File: config.mk
export PLATFORM = sky130hd
export DESIGN_NAME = vga_timing_gen
export DESIGN_NICKNAME = d
export VERILOG_FILES = /design/src/rtl/vga_pkg.sv /design/src/rtl/vga_delay_line.sv /design/src/rtl/vga_timing_gen.sv
export SDC_FILE = /design/constraint.sdc
export NUM_CORES = 1
export LEC_CHECK = 0
export BUFFER_PORTS_ARGS = -buffer_cell sky130_fd_sc_hd__buf_2
export CAP_MARGIN = 20
export CORE_ASPECT_RATIO = 1.2
export CORE_MARGIN = 1
export CORE_UTILIZATION = 50
export DETAILED_ROUTE_END_ITERATION = 7
export GPL_TIMING_DRIVEN = 0
export PLACE_DENSITY = 0.7
export SYNTH_ARGS = -nofsm -noshare
export SYNTH_HDL_FRONTEND = slang
export SYNTH_SLANG_ARGS = --single-unit
export TNS_END_PERCENT = 100
File: constraint.sdc
create_clock -name i_pixel_clock -period 3 [get_ports i_pixel_clock]
set_clock_uncertainty 0.2 [all_clocks]
set_input_delay 0.45 -clock i_pixel_clock [delete_from_list [all_inputs] [get_ports i_pixel_clock]]
set_output_delay 0.45 -clock i_pixel_clock [all_outputs]
set_load 0.005 [all_outputs]
File: src/rtl/vga_pkg.sv
// Shared raster timing sets, sync polarity constants and sizing helpers for the
// VGA timing generator family.
package vga_pkg;

  typedef struct packed {
    int h_active;
    int h_fp;
    int h_sync;
    int h_bp;
    int v_active;
    int v_fp;
    int v_sync;
    int v_bp;
  } vga_timing_t;

  localparam vga_timing_t TIMING_640X480_60  = '{640, 16, 96, 48, 480, 10, 2, 33};
  localparam vga_timing_t TIMING_800X600_60  = '{800, 40, 128, 88, 600, 1, 4, 23};
  localparam vga_timing_t TIMING_1280X720_60 = '{1280, 110, 40, 220, 720, 5, 5, 20};

  localparam bit SYNC_ACTIVE_LOW  = 1'b0;
  localparam bit SYNC_ACTIVE_HIGH = 1'b1;

  function automatic int line_total(input int active, input int fp, input int sync, input int bp);
    return active + fp + sync + bp;
  endfunction

  function automatic int count_width(input int total);
    return (total <= 2) ? 1 : $clog2(total);
  endfunction

endpackage

File: src/rtl/vga_delay_line.sv
// Fixed-depth shift register that resets every stage to a caller-chosen idle word,
// so the delayed outputs come out of reset already in their inactive state.
module vga_delay_line #(
  parameter int               WIDTH     = 1,
  parameter int               DEPTH     = 1,
  parameter logic [WIDTH-1:0] RESET_VAL = '0
) (
  input  logic             i_pixel_clock,
  input  logic             i_reset_n,
  input  logic [WIDTH-1:0] din,
  output logic [WIDTH-1:0] dout
);

  logic [WIDTH-1:0] stages [DEPTH];

  always_ff @(posedge i_pixel_clock or negedge i_reset_n) begin
    if (!i_reset_n) begin
      for (int i = 0; i < DEPTH; i++) begin
        stages[i] <= RESET_VAL;
      end
    end else begin
      stages[0] <= din;
      for (int i = 1; i < DEPTH; i++) begin
        stages[i] <= stages[i-1];
      end
    end
  end

  assign dout = stages[DEPTH-1];

endmodule

File: src/rtl/vga_timing_gen.sv
// Parametrised raster timing generator: a fetch-side coordinate stream and a video
// stream that trails it by FETCH_LEAD cycles so the pixel reader can prefetch.
module vga_timing_gen
  import vga_pkg::*;
#(
  parameter int H_ACTIVE   = TIMING_640X480_60.h_active,
  parameter int H_FP       = TIMING_640X480_60.h_fp,
  parameter int H_SYNC     = TIMING_640X480_60.h_sync,
  parameter int H_BP       = TIMING_640X480_60.h_bp,
  parameter int V_ACTIVE   = TIMING_640X480_60.v_active,
  parameter int V_FP       = TIMING_640X480_60.v_fp,
  parameter int V_SYNC     = TIMING_640X480_60.v_sync,
  parameter int V_BP       = TIMING_640X480_60.v_bp,
  parameter bit HSYNC_POL  = SYNC_ACTIVE_LOW,
  parameter bit VSYNC_POL  = SYNC_ACTIVE_LOW,
  parameter int FETCH_LEAD = 4,
  localparam int H_TOTAL   = line_total(H_ACTIVE, H_FP, H_SYNC, H_BP),
  localparam int V_TOTAL   = line_total(V_ACTIVE, V_FP, V_SYNC, V_BP),
  localparam int HW        = count_width(H_TOTAL),
  localparam int VW        = count_width(V_TOTAL)
) (
  input  logic          i_pixel_clock,
  input  logic          i_reset_n,
  input  logic          i_enable,
  output logic          o_fetch_valid,
  output logic [HW-1:0] o_fetch_x,
  output logic [VW-1:0] o_fetch_y,
  output logic          o_fetch_frame_start,
  output logic          o_hsync,
  output logic          o_vsync,
  output logic          o_de,
  output logic [HW-1:0] o_hpos,
  output logic [VW-1:0] o_vpos,
  output logic          o_frame_start,
  output logic          o_line_start
);

  localparam logic [HW-1:0] H_LAST   = HW'(H_TOTAL - 1);
  localparam logic [HW-1:0] H_ACT    = HW'(H_ACTIVE);
  localparam logic [HW-1:0] HS_START = HW'(H_ACTIVE + H_FP);
  localparam logic [HW-1:0] HS_END   = HW'(H_ACTIVE + H_FP + H_SYNC);
  localparam logic [VW-1:0] V_LAST   = VW'(V_TOTAL - 1);
  localparam logic [VW-1:0] V_ACT    = VW'(V_ACTIVE);
  localparam logic [VW-1:0] VS_START = VW'(V_ACTIVE + V_FP);
  localparam logic [VW-1:0] VS_END   = VW'(V_ACTIVE + V_FP + V_SYNC);

  localparam int DW = 5 + HW + VW;
  localparam logic [DW-1:0] IDLE_WORD = {~HSYNC_POL, ~VSYNC_POL, 3'b000, {HW{1'b0}}, {VW{1'b0}}};

  logic [HW-1:0] hc;
  logic [VW-1:0] vc;
  logic          active;
  logic          hsync_on;
  logic          vsync_on;
  logic          fetch_hsync;
  logic          fetch_vsync;
  logic          fetch_line_start;
  logic [DW-1:0] fetch_word;
  logic [DW-1:0] video_word;

  always_ff @(posedge i_pixel_clock or negedge i_reset_n) begin
    if (!i_reset_n) begin
      hc <= '0;
      vc <= '0;
    end else if (!i_enable) begin
      hc <= '0;
      vc <= '0;
    end else if (hc == H_LAST) begin
      hc <= '0;
      vc <= (vc == V_LAST) ? '0 : vc + VW'(1);
    end else begin
      hc <= hc + HW'(1);
    end
  end

  assign active   = (hc < H_ACT) && (vc < V_ACT);
  assign hsync_on = (hc >= HS_START) && (hc < HS_END);
  assign vsync_on = (vc >= VS_START) && (vc < VS_END);

  // A stopped raster presents idle values here rather than decoding the parked (0,0).
  always_ff @(posedge i_pixel_clock or negedge i_reset_n) begin
    if (!i_reset_n) begin
      o_fetch_valid       <= 1'b0;
      o_fetch_x           <= '0;
      o_fetch_y           <= '0;
      o_fetch_frame_start <= 1'b0;
      fetch_hsync         <= ~HSYNC_POL;
      fetch_vsync         <= ~VSYNC_POL;
      fetch_line_start    <= 1'b0;
    end else if (!i_enable) begin
      o_fetch_valid       <= 1'b0;
      o_fetch_x           <= '0;
      o_fetch_y           <= '0;
      o_fetch_frame_start <= 1'b0;
      fetch_hsync         <= ~HSYNC_POL;
      fetch_vsync         <= ~VSYNC_POL;
      fetch_line_start    <= 1'b0;
    end else begin
      o_fetch_valid       <= active;
      o_fetch_x           <= hc;
      o_fetch_y           <= vc;
      o_fetch_frame_start <= (hc == '0) && (vc == '0);
      fetch_hsync         <= hsync_on ? HSYNC_POL : ~HSYNC_POL;
      fetch_vsync         <= vsync_on ? VSYNC_POL : ~VSYNC_POL;
      fetch_line_start    <= (hc == '0) && (vc < V_ACT);
    end
  end

  assign fetch_word = {fetch_hsync, fetch_vsync, o_fetch_valid, fetch_line_start,
                       o_fetch_frame_start, o_fetch_x, o_fetch_y};

  vga_delay_line #(
    .WIDTH     (DW),
    .DEPTH     (FETCH_LEAD),
    .RESET_VAL (IDLE_WORD)
  ) u_video_delay (
    .i_pixel_clock (i_pixel_clock),
    .i_reset_n     (i_reset_n),
    .din           (fetch_word),
    .dout          (video_word)
  );

  assign {o_hsync, o_vsync, o_de, o_line_start, o_frame_start, o_hpos, o_vpos} = video_word;

endmodule

# After elaboration in Yosys (flattened, before gate mapping)
# Index checks and enable logic that the tools add are counted.
# W data, S select, Z words.
[totals]
in_bits = 3
ff_bits = 145
[classes]
reduce_logical = 7
n_addsub = 2
n_eq_ne = 3
magnitude_cmp = 6
mux = 14
[ops]
columns = ["operator", "n"]
rows = [
  ["$mux W10", 7],
  ["$add A10 B1 Y10 const B", 2],
  ["$eq A10 B10 Y1 const B", 2],
  ["$logic_not A10 Y1", 2],
  ["$lt A10 B10 Y1 const B", 2],
  ["$lt A10 B9 Y1 const B", 2],
  ["$ge A10 B10 Y1 const B", 1],
  ["$ge A10 B9 Y1 const B", 1],
  ["$mux W1", 7],
  ["$logic_and A1 B1 Y1", 5],
  ["$ne A2 B1 Y1 const B", 1],
]

# Longest topological paths before layout
[logic_depth]
word_depth = 4
mapped_depth = 6

# Cells and area by module
# A second synthesis with hierarchy kept.
[unflattened]
hier_cells = 306
area_unflattened_um2 = 4659.5
[by_module_without_submodules]
columns = ["mod", "cells_per_inst", "seq_area_each_um2", "instances", "area_each_um2"]
rows = [
  ["vga_delay_line", 125, 2512.4, 1, 2700.1],
  ["vga_timing_gen", 181, 1128.6, 1, 1959.4],
]

# Worst setup path before layout
# No wires, ideal clock.
[synth_path]
kind = "flip-flop to flip-flop"
from = "reg hc[0]"
to = "reg vc[4]"
t_arrival_ns = 1.834
path_buffers = 1
slack_ns = 0.888
path_stages_with_launch = 7
setup_ns = 0.078
period_less_slack_ns = 2.112
path_cell_list = "dfrtp_1 ha_1 nand4_2 or3_1 buf_2 or4b_1 a21oi_1"
[synth_via]
elab_chain_cells = 2
[synth_rtl]
columns = ["element", "line_no", "text"]
rows = [
  ["start: declaration", "vga_timing_gen.sv:50", "logic [HW-1:0] hc;"],
  ["start signal: assignment", "vga_timing_gen.sv:72", "hc <= hc + HW'(1);"],
  ["$eq A10 B10 Y1", "vga_timing_gen.sv:68", "end else if (hc == H_LAST) begin"],
  ["$ne A2 B1 Y1 (no source line)", "--", ""],
  ["end signal: assignment", "vga_timing_gen.sv:70", "vc <= (vc == V_LAST) ? '0 : vc + VW'(1);"],
  ["end: declaration", "vga_timing_gen.sv:51", "logic [VW-1:0] vc;"],
]
# Every way passes these cells.
# A chain may end at the register's enable or synchronous reset.

# Final worst setup path
[layout_path]
from = "reg vc[0]"
to = "reg vc[9]"
[layout_via]
elab_chain_cells = 4
elab_cells_between_ends = 5
cone_classes = "add/sub: 1; eq/ne: 1; mux: 3"
[layout_rtl]
columns = ["element", "line_no", "text"]
rows = [
  ["$add A10 B1 Y10 or $eq A10 B10 Y1 (tied branches)", "vga_timing_gen.sv:70", ""],
  ["$mux W10 (*)", "vga_timing_gen.sv:70", ""],
  ["$mux W10 (*)", "vga_timing_gen.sv:68", ""],
  ["$mux W10 (*)", "vga_timing_gen.sv:65", "end else if (!i_enable) begin"],
]
# Mark *: on every way between the ends. The rest lies on a longest branch, timed or not. The select of a mux whose other input is x is not followed.

==> results_dict.tcl <==
set metrics [dict create \
    outcome "complete, no violations" \
    syn_area_sq_um 4610 \
    drt-wirelength-per-cell_microns 15.2 \
    final_util_pct 62.3 \
    die_w_microns 89.7 \
    drtAntennaViolNets 0 \
    setup_viol 0 \
    irDropWorstVdd_mv 0.369 \
    crit_required_ns 3.19 \
    grt_pass1_vias 2499 \
    vias 2435 \
    layout_common_cells "dfrtp_1 (135), buf_2 (49), nor2_1 (24)" \
    yosys.area_share.adder_pct 1.36 \
    start_util_pct 51.4 \
    critical_path_class "register to register" \
    synth_mux_area_share_pct 0 \
    coreArea_sq_um 8990 \
    diodes 0 \
    drcViolationCount 0 \
    yosysWarnings 0 \
    synthSimpleGateAreaFrac_pct 10.8 \
    min_period_ns 2.35 \
    critPathMaxFanout 10 \
    die_area_sq_um 9620 \
    routed_wl_microns 7620 \
    synth_flop_cell "dfrtp_1" \
    worstSetupStartpointType "register" \
    fin_nets 378 \
    yosys.area.top_type_share_pct 73.2 \
    crit_arrival_ns 2.54 \
    numPortBuffers 48 \
    num_rows 38 \
    seq_area_frac_synth_pct 78.9 \
    syn_inst 300 \
    avgSynthCellArea_sq_um 15.4 \
    synth_edf_count 0 \
    path_clk_slew_ns 0.06 \
    final_common_cell "dfrtp_1" \
    worst_pin_slew_ns 0.689 \
    hold_viol_final 0 \
    syn_to_final_growth_pct 21.3 \
    antenna_found_initial 0 \
    die_y_microns 107 \
    max_clock_freq_mhz 425 \
    nFillCells 618 \
    hold_path.class "register to register" \
    htreeDepth 4 \
    holdBufCountCts 1 \
    cts_sinks 145 \
    power_density_nw_per_um2 719 \
    clockBufferDepth 2 \
    register_area_sq_um 3640 \
    routabilityCongestion 0.772 \
    synthXorXnorAreaFrac_pct 1.33 \
    synth_cell_types 38 \
    multi_input_area_sq_um 773 \
    synthTopCellsByArea "dfrtp_1 (73%), dfstp_2 (5.7%), buf_4 (3.3%)" \
    drt_iter0_drc 93 \
    drive_gt1_share_pct 29.9 \
    rsz0062_at_grt "false" \
    first_pass_iters 6 \
    synth-async-reset-ratio_pct 100 \
    ys_ff_latch 145 \
    grtUsageTotal_pct 18.4 \
    power.leakage_nw 2.89 \
    grt_pass1_wl_microns 12500 \
    crit_path_end_kind "register" \
    cts_resized 0 \
    cts_tree "done" \
    synth-compound-area-share_pct 3.28 \
    drv_cap 0 \
    hpwlAfterDp_microns 4180 \
    grt_max_degree 77 \
    yosys.area.top_type "dfrtp_1" \
    cts_buffers 17 \
    viasPerCell 4.86 \
    post-route-period-util_pct 78.5 \
    syn-num-nets 308 \
    clock_latency_ns 0.51 \
    drv_slew 0 \
    root_buffer "clkbuf_8" \
    power_mw 4.02 \
    cts_setup_buffers 0 \
    io_pins 50 \
    synth_top_family_by_area "simple AND/OR/NAND/NOR gates" \
    max-slew-margin-rel_pct 54.1 \
    overflow 0 \
]
==> cell type report <==
type | count | share of cell area [%]
inverters | 7 | 0.469
flip-flops and latches | 145 | 65.1
plain buffers | 26 | 3.11
repair buffers | 51 | 5.16
clock buffers | 24 | 8.23
clock inverters | 6 | 1.48
well taps | 120 | 2.68
multi-input cells | 122 | 13.8
==> metal layers <==
metal  GRT usage (%)  up-vias  wire length, microns
met5               0        -                     0
met4            8.73        0                   125
met3            6.31       13                   251
met2            30.6       59                  4220
met1            21.0     1238                  3020
li1                -     1125                     -
==> sequential cells by signal, summed over array words and instances, names as in the netlist <==
signal	flops
o_fetch_x	10
o_fetch_frame_start	1
fetch_line_start	1
u_video_delay.dout	25
hc	10
u_video_delay.stages	75
o_fetch_valid	1
fetch_vsync	1
vc	10
fetch_hsync	1
o_fetch_y	10
==> metrics by stage <==
step / cell area [sq um] / hold slack [ns] / instances / setup TNS [ns] / setup WS, ns
after CTS: 5590 / 0.147 / 500 / 0 / 0.545
after global routing: 5600 / 0.149 / 501 / 0 / 0.369
after floorplan: 4610 / -0.0456 / 300 / 0 / 0.888
after global placement: 5000 / 0.131 / 468 / -66.78 / -0.506
final: 5600 / 0.145 / 501 / 0 / 0.646
after detailed placement: 5040 / 0.135 / 469 / 0 / 0.470
==> synth_stat cells (6+ instances only) <==
library cell / count
o21ai_0: 7
nor2_1: 24
and2_1: 17
buf_4: 20
nand2_1: 7
dfrtp_1: 135
dfstp_2: 10
inv_1: 6
nand3_1: 7
==> power breakdown <==
group          leakage (nW)  switching [mW]  internal, mW
registers              1.96          0.0163          1.99
clock network         0.265           0.709          1.21
logic                 0.665          0.0638        0.0275
total                  2.89           0.789          3.23
==> worst paths after layout <==
check | end | slack (ns) | cells after the start | start
worst max-delay path | vc[9] | 0.65 | 6 | vc[0]
worst max register to register | vc[9] | 0.65 | 6 | vc[0]
max in group asynchronous | u_video_delay.dout[24] | 1.45 | 3 | i_reset_n
worst min register to register | u_video_delay.stages[26] | 0.14 | 0 | u_video_delay.stages[51]
worst min-delay path | u_video_delay.stages[26] | 0.14 | 0 | u_video_delay.stages[51]
min in group asynchronous | u_video_delay.dout[0] | 0.34 | 2 | i_reset_n
==> cell families (layout without fill, tap and decap cells) <==
family	after synthesis	in the layout
adders and majority gates	5	5
AOI/OAI and AO/OA	24	24
DFF	145	145
and+or+nand+nor	86	86
xor gates and xnor gates	7	7
buffers and inverters	33	114
==> worst max-delay path: stages, from the launching register on <==
cell,delay [ns]
dfrtp_1,0.41
inv_1,0.17
ha_1,0.19
nor4b_1,0.41
nand4_2,0.32
and4_1,0.28
a211o_1,0.26
(Power assumes the default switching activity.)
